`src/rtl/ntt16_seq_ctrl.sv`:
```
// Sequencer for a 16-point CT-butterfly NTT network: load, wait for the pipeline, capture, drain.
// Optional macro NTT16_BITREV_OUT_EN selects bit-reversed drain order.
module ntt16_seq_ctrl #(
  parameter int DW     = 16,
  parameter int N      = 16,
  parameter int BU_LAT = 4
) (
  input  logic             clk,
  input  logic             rst,
  input  logic             in_valid,
  output logic             in_ready,
  input  logic [DW-1:0]    in_data,
  input  logic             cfg_we,
  input  logic [3:0]       cfg_addr,
  input  logic [DW-1:0]    cfg_data,
  output logic [N*DW-1:0]  bu_a,
  output logic [15*DW-1:0] bu_shi,
  input  logic [N*DW-1:0]  bu_ct,
  output logic             out_valid,
  input  logic             out_ready,
  output logic [DW-1:0]    out_data,
  output logic [3:0]       out_idx,
  output logic             busy,
  output logic             done
);

  typedef enum logic [1:0] {
    S_IDLE  = 2'd0,
    S_LOAD  = 2'd1,
    S_WAIT  = 2'd2,
    S_DRAIN = 2'd3
  } state_t;

  localparam logic [3:0] LAT_C  = 4'(BU_LAT);
  localparam logic [3:0] LAST_C = 4'd15;

  state_t        state_q, state_d;
  logic [3:0]    ld_cnt_q, ld_cnt_d;
  logic [3:0]    wt_cnt_q, wt_cnt_d;
  logic [3:0]    dr_cnt_q, dr_cnt_d;
  logic [DW-1:0] coef_q [N];
  logic [DW-1:0] coef_d [N];
  logic [DW-1:0] res_q  [N];
  logic [DW-1:0] res_d  [N];
  logic [DW-1:0] tw_q   [15];
  logic [DW-1:0] tw_d   [15];
  logic          out_valid_q, out_valid_d;
  logic [DW-1:0] out_data_q, out_data_d;
  logic [3:0]    out_idx_q, out_idx_d;
  logic          busy_q, busy_d;
  logic          done_q, done_d;
  logic          in_ready_q, in_ready_d;
  logic          in_acc_s, out_acc_s;
  logic [3:0]    nxt_idx_s;

  function automatic logic [3:0] drain_order(input logic [3:0] i);
`ifdef NTT16_BITREV_OUT_EN
    return {i[0], i[1], i[2], i[3]};
`else
    return i;
`endif
  endfunction

  assign in_acc_s  = in_valid & in_ready_q;
  assign out_acc_s = out_valid_q & out_ready;
  assign nxt_idx_s = drain_order(dr_cnt_q + 4'd1);

  always_comb begin
    state_d     = state_q;
    ld_cnt_d    = ld_cnt_q;
    wt_cnt_d    = wt_cnt_q;
    dr_cnt_d    = dr_cnt_q;
    coef_d      = coef_q;
    res_d       = res_q;
    tw_d        = tw_q;
    out_valid_d = out_valid_q;
    out_data_d  = out_data_q;
    out_idx_d   = out_idx_q;
    done_d      = 1'b0;
    case (state_q)
      S_IDLE: begin
        // Table writes are only legal here; index 0 has no twiddle slot.
        if (cfg_we && (cfg_addr != 4'd0)) begin
          tw_d[cfg_addr - 4'd1] = cfg_data;
        end else begin
          tw_d = tw_q;
        end
        if (in_acc_s) begin
          coef_d[0] = in_data;
          ld_cnt_d  = 4'd1;
          state_d   = S_LOAD;
        end else begin
          state_d = S_IDLE;
        end
      end
      S_LOAD: begin
        if (in_acc_s) begin
          coef_d[ld_cnt_q] = in_data;
          if (ld_cnt_q == LAST_C) begin
            ld_cnt_d = 4'd0;
            wt_cnt_d = 4'd0;
            state_d  = S_WAIT;
          end else begin
            ld_cnt_d = ld_cnt_q + 4'd1;
          end
        end else begin
          state_d = S_LOAD;
        end
      end
      S_WAIT: begin
        if (wt_cnt_q == LAT_C) begin
          for (int k = 0; k < N; k++) begin
            res_d[k] = bu_ct[DW*k +: DW];
          end
          dr_cnt_d    = 4'd0;
          out_valid_d = 1'b1;
          out_idx_d   = drain_order(4'd0);
          out_data_d  = bu_ct[DW*int'(drain_order(4'd0)) +: DW];
          state_d     = S_DRAIN;
        end else begin
          wt_cnt_d = wt_cnt_q + 4'd1;
        end
      end
      S_DRAIN: begin
        if (out_acc_s) begin
          if (dr_cnt_q == LAST_C) begin
            dr_cnt_d    = 4'd0;
            out_valid_d = 1'b0;
            done_d      = 1'b1;
            state_d     = S_IDLE;
          end else begin
            dr_cnt_d   = dr_cnt_q + 4'd1;
            out_idx_d  = nxt_idx_s;
            out_data_d = res_q[nxt_idx_s];
          end
        end else begin
          state_d = S_DRAIN;
        end
      end
      default: begin
        state_d = S_IDLE;
      end
    endcase
    busy_d     = (state_d != S_IDLE);
    in_ready_d = (state_d == S_IDLE) || (state_d == S_LOAD);
  end

  always_ff @(posedge clk or negedge rst) begin
    if (!rst) begin
      state_q     <= S_IDLE;
      ld_cnt_q    <= 4'd0;
      wt_cnt_q    <= 4'd0;
      dr_cnt_q    <= 4'd0;
      for (int k = 0; k < N; k++) begin
        coef_q[k] <= '0;
        res_q[k]  <= '0;
      end
      for (int j = 0; j < 15; j++) begin
        tw_q[j] <= '0;
      end
      out_valid_q <= 1'b0;
      out_data_q  <= '0;
      out_idx_q   <= 4'd0;
      busy_q      <= 1'b0;
      done_q      <= 1'b0;
      in_ready_q  <= 1'b1;
    end else begin
      state_q     <= state_d;
      ld_cnt_q    <= ld_cnt_d;
      wt_cnt_q    <= wt_cnt_d;
      dr_cnt_q    <= dr_cnt_d;
      coef_q      <= coef_d;
      res_q       <= res_d;
      tw_q        <= tw_d;
      out_valid_q <= out_valid_d;
      out_data_q  <= out_data_d;
      out_idx_q   <= out_idx_d;
      busy_q      <= busy_d;
      done_q      <= done_d;
      in_ready_q  <= in_ready_d;
    end
  end

  for (genvar g = 0; g < N; g++) begin : g_bu_a
    assign bu_a[DW*g +: DW] = coef_q[g];
  end
  for (genvar g = 0; g < 15; g++) begin : g_bu_shi
    assign bu_shi[DW*g +: DW] = tw_q[g];
  end

  assign in_ready  = in_ready_q;
  assign out_valid = out_valid_q;
  assign out_data  = out_data_q;
  assign out_idx   = out_idx_q;
  assign busy      = busy_q;
  assign done      = done_q;

endmodule

```
`config.mk`:
```
export PLATFORM = sky130hd
export DESIGN_NAME = ntt16_seq_ctrl
export DESIGN_NICKNAME = d
export VERILOG_FILES = /design/src/rtl/ntt16_seq_ctrl.sv
export SDC_FILE = /design/constraint.sdc
export NUM_CORES = 1
export LEC_CHECK = 0
export ABC_AREA = 1
export CELL_PAD_IN_SITES_DETAIL_PLACEMENT = 1
export CELL_PAD_IN_SITES_GLOBAL_PLACEMENT = 1
export CORE_AREA = 2 2 317 319
export DETAILED_ROUTE_END_ITERATION = 8
export DIE_AREA = 0 0 319 321
export PLACE_DENSITY = 0.72
export SYNTH_ARGS = -nofsm -noshare
export SYNTH_HDL_FRONTEND = slang
export SYNTH_SLANG_ARGS = --single-unit
```
`constraint.sdc`:
```
create_clock -name clk -period 3.1 [get_ports clk]
set_input_delay 0.465 -clock clk [delete_from_list [all_inputs] [get_ports clk]]
set_output_delay 0.465 -clock clk [all_outputs]
set_load 0.02 [all_outputs]
```
==> impl_metrics.toml <==
[status]
status = "complete, no violations"

[critical_path]
worstSetupPathType = "register to primary output"
critPathRequiredTime_ps = 2630
end_kind = "primary output"
cpMaxStageDelayCell = "clkdlybuf4s50_1"
worst-path-stages = 1
max_stage_delay_ps = 710
cp-start-kind = "register"
crit_path_cell_trace = "clkdlybuf4s50_1"
worstPathArrival_ps = 1920
rr_worst_depth = 9
cp_max_fo = 3
cp_top_family = "buffers and inverters"
crit_buf_inv = 1

[power_and_ir_drop]
vdd_ir_drop_max_uv = 653
p_leak_nw = 20.8
report.power.total_mw = 42.1
pwr_density_cell_nw_per_um2 = 940

[die]
row_count = 116
die-area_sq_um = 102000
coreArea_sq_um = 99300
die_y_um = 321
initial_core_util_pct = 32.3
die_w_um = 319
io_pins = 817

[detailed_routing]
drt_iter0_drc = 1790
drt_first_pass_iters = 6
vias_per_cell = 4.93
wl_per_cell_um = 23.3
routed_wl_um = 133000
drc = 0
ant_nets = 0
vias = 28100

[final_layout]
area.growth.synth_to_final_pct = 39.8
fin_util_pct = 45.2
nNetsFinal = 4637
drive_gt1_share_pct = 6.43
nFillCells = 11400

[sta]
timing.final.ws_setup_ps = 719
timing.fmax_ghz = 0.420
drv_slew = 0
hold_viol = 0
rsz0062_at_grt = "no"
tightest_slew_ps = 966
relSlewSlack_pct = 35.5
final.setup.tns_ps = 0
setup_violations = 0
finClkSkew_ps = 20.5
min_period_ps = 2380
fin_crit_sh_pct = 76.8

[grt]
grt.overflow.total = 0
grt_max_degree = 149
grtUsageTotal_pct = 25.9
grt_pass1_wl_um = 198000
antenna_found_initial = 18
grt_pass1_vias = 30000

[placement]
gp_congestion = 0.826
place_ws_ps = 513
io_buffers = 816
dpl.hpwl_um = 95600

[flow_run]
drv_cap = 0

[yosys]
synth_area_per_cell_sq_um = 8.99
ys_ff_latch = 790
synth-edff-count = 0
yosys_warnings = 0
syn-num-nets = 3870
yosysSeqAreaShare_pct = 61.6
synthCells = 3566
ys.flop_type = "dfrtp_1"
ys_types = 37
async_reset_ff_share_pct = 100
syn_area_sq_um = 32100

[clock_network]
cts_inserted_buffers = 91
cts_tree = "built"
path_clk_slew_ps = 60
cts_buffer_depth = 3
cts_num_sinks = 790
clk_latency_ps = 660
post_cts_buffers = 0
cts_root_buf = "clkbuf_16"
ctsHtreeMaxLevel = 3

[min_path]
hold_path.class = "primary input to async pin"
==> Yosys cell counts, types with 2 or more instances <==
cell type	count	share of area [%]
nand2_4	2	0.070
buf_2	78	1.2
nand4_1	8	0.16
nand2_1	736	8.6
inv_1	330	3.9
clkbuf_1	134	1.6
nor2_2	2	0.039
buf_4	6	0.14
inv_2	8	0.094
nor2_1	363	4.2
nand2_2	5	0.098
o21ai_0	393	6.1
buf_6	15	0.53
buf_1	7	0.082
dfrtp_1	789	62
nor4_2	2	0.078
a21oi_1	371	5.8
nand4_2	5	0.20
xor2_1	4	0.11
nand3_1	244	3.8
ha_1	7	0.27
xnor2_1	2	0.055
o21ai_1	34	0.53
nor2_4	8	0.28
==> metrics by stage <==
stage | cells | area [sq um] | hold WS (ps)
floorplan | 3566 | 32100 | 169
global placement | 5537 | 41800 | 463
detailed placement | 5537 | 41800 | 469
CTS | 5700 | 44800 | 327
global route | 5701 | 44800 | 370
finish | 5704 | 44800 | 376
==> sequential cells by signal, indices dropped and copies added (netlist names) <==
signal	cells
out_idx	4
bu_shi	240
dr_cnt_q	4
out_valid	1
done	1
res_q	256
in_ready	1
state_q	2
busy	1
wt_cnt_q	4
ld_cnt_q	4
out_data	16
bu_a	256
==> worst paths after layout <==
path / startpoint / to / slack (ps)
setup / recovery: in_ready / in_ready / 720
hold / removal: rst / bu_a[198] / 380
max in group asynchronous: rst / out_valid / 1700
hold reg to reg: bu_shi[237] / bu_shi[237] / 480
min in group clk: bu_ct[215] / res_q[39] / 380
setup reg to reg: dr_cnt_q[0] / out_data[10] / 730
==> cells by family (layout without fill, tap and decap cells) <==
| group | Yosys count | after routing | synth area share (%) |
|---|---|---|---|
| compound gates | 802 | 802 | 12.6 |
| xor+xnor | 7 | 7 | 0.215 |
| simple gates | 1380 | 1380 | 17.8 |
| buf+inv | 580 | 1416 | 7.52 |
| flops | 790 | 790 | 61.6 |
| fa+ha+maj | 7 | 7 | 0.273 |
| other cells | 0 | 4 | 0 |
==> routing by layer <==
layer	vias to the layer above	global-route usage, %	routed length, um
li1	12900	-	-
met1	14100	31.7	53600
met2	847	42.5	62900
met3	287	7.59	9980
met4	24	11.1	6450
met5	-	0	144
==> power breakdown <==
group / leakage (nW) / total, mW / internal, mW / switching, mW
clock: 1.47 / 10.8 / 6.41 / 4.44
combinational: 9.39 / 16.4 / 6.71 / 9.74
sequential: 9.97 / 14.8 / 13.1 / 1.74
total: 20.8 / 42.1 / 26.2 / 15.9
==> placed cells by master (no fill, tap or decap), types with 5 or more instances in the layout <==
cell             count
o21ai_1             34
nor2_4               8
o21ai_0            393
dfrtp_1            788
clkbuf_16           95
nand2_2              5
nand4_2              5
nor2_1             362
buf_4               73
buf_12              25
clkbuf_1            23
ha_1                 6
nand3_1            244
inv_1              330
nand4_1              8
clkdlybuf4s50_1    815
nand2_1            736
a21oi_1            371
clkinv_2            12
clkbuf_8            24
inv_2                8
==> area by class of cell <==
cell class              instances  area (sq um)  share of cell area [%]
diodes                          4          10.0                  0.0223
well taps                    1298          1620                    3.62
multi-input cells            2196          9930                    22.1
clock buffers                 142          2790                    6.23
inverters                     339          1270                    2.84
flip-flops and latches        790         19800                    44.1
repair buffers                915          9230                    20.6
clock inverters                20           193                   0.430
==> timing repair <==
action,4_1_cts,5_1_grt
resized for setup,0,0
endpoints found under the setup margin,0,0
hold buffers,1,0
hold endpoints to repair,50,0
Power figures use the tool's default switching activity.
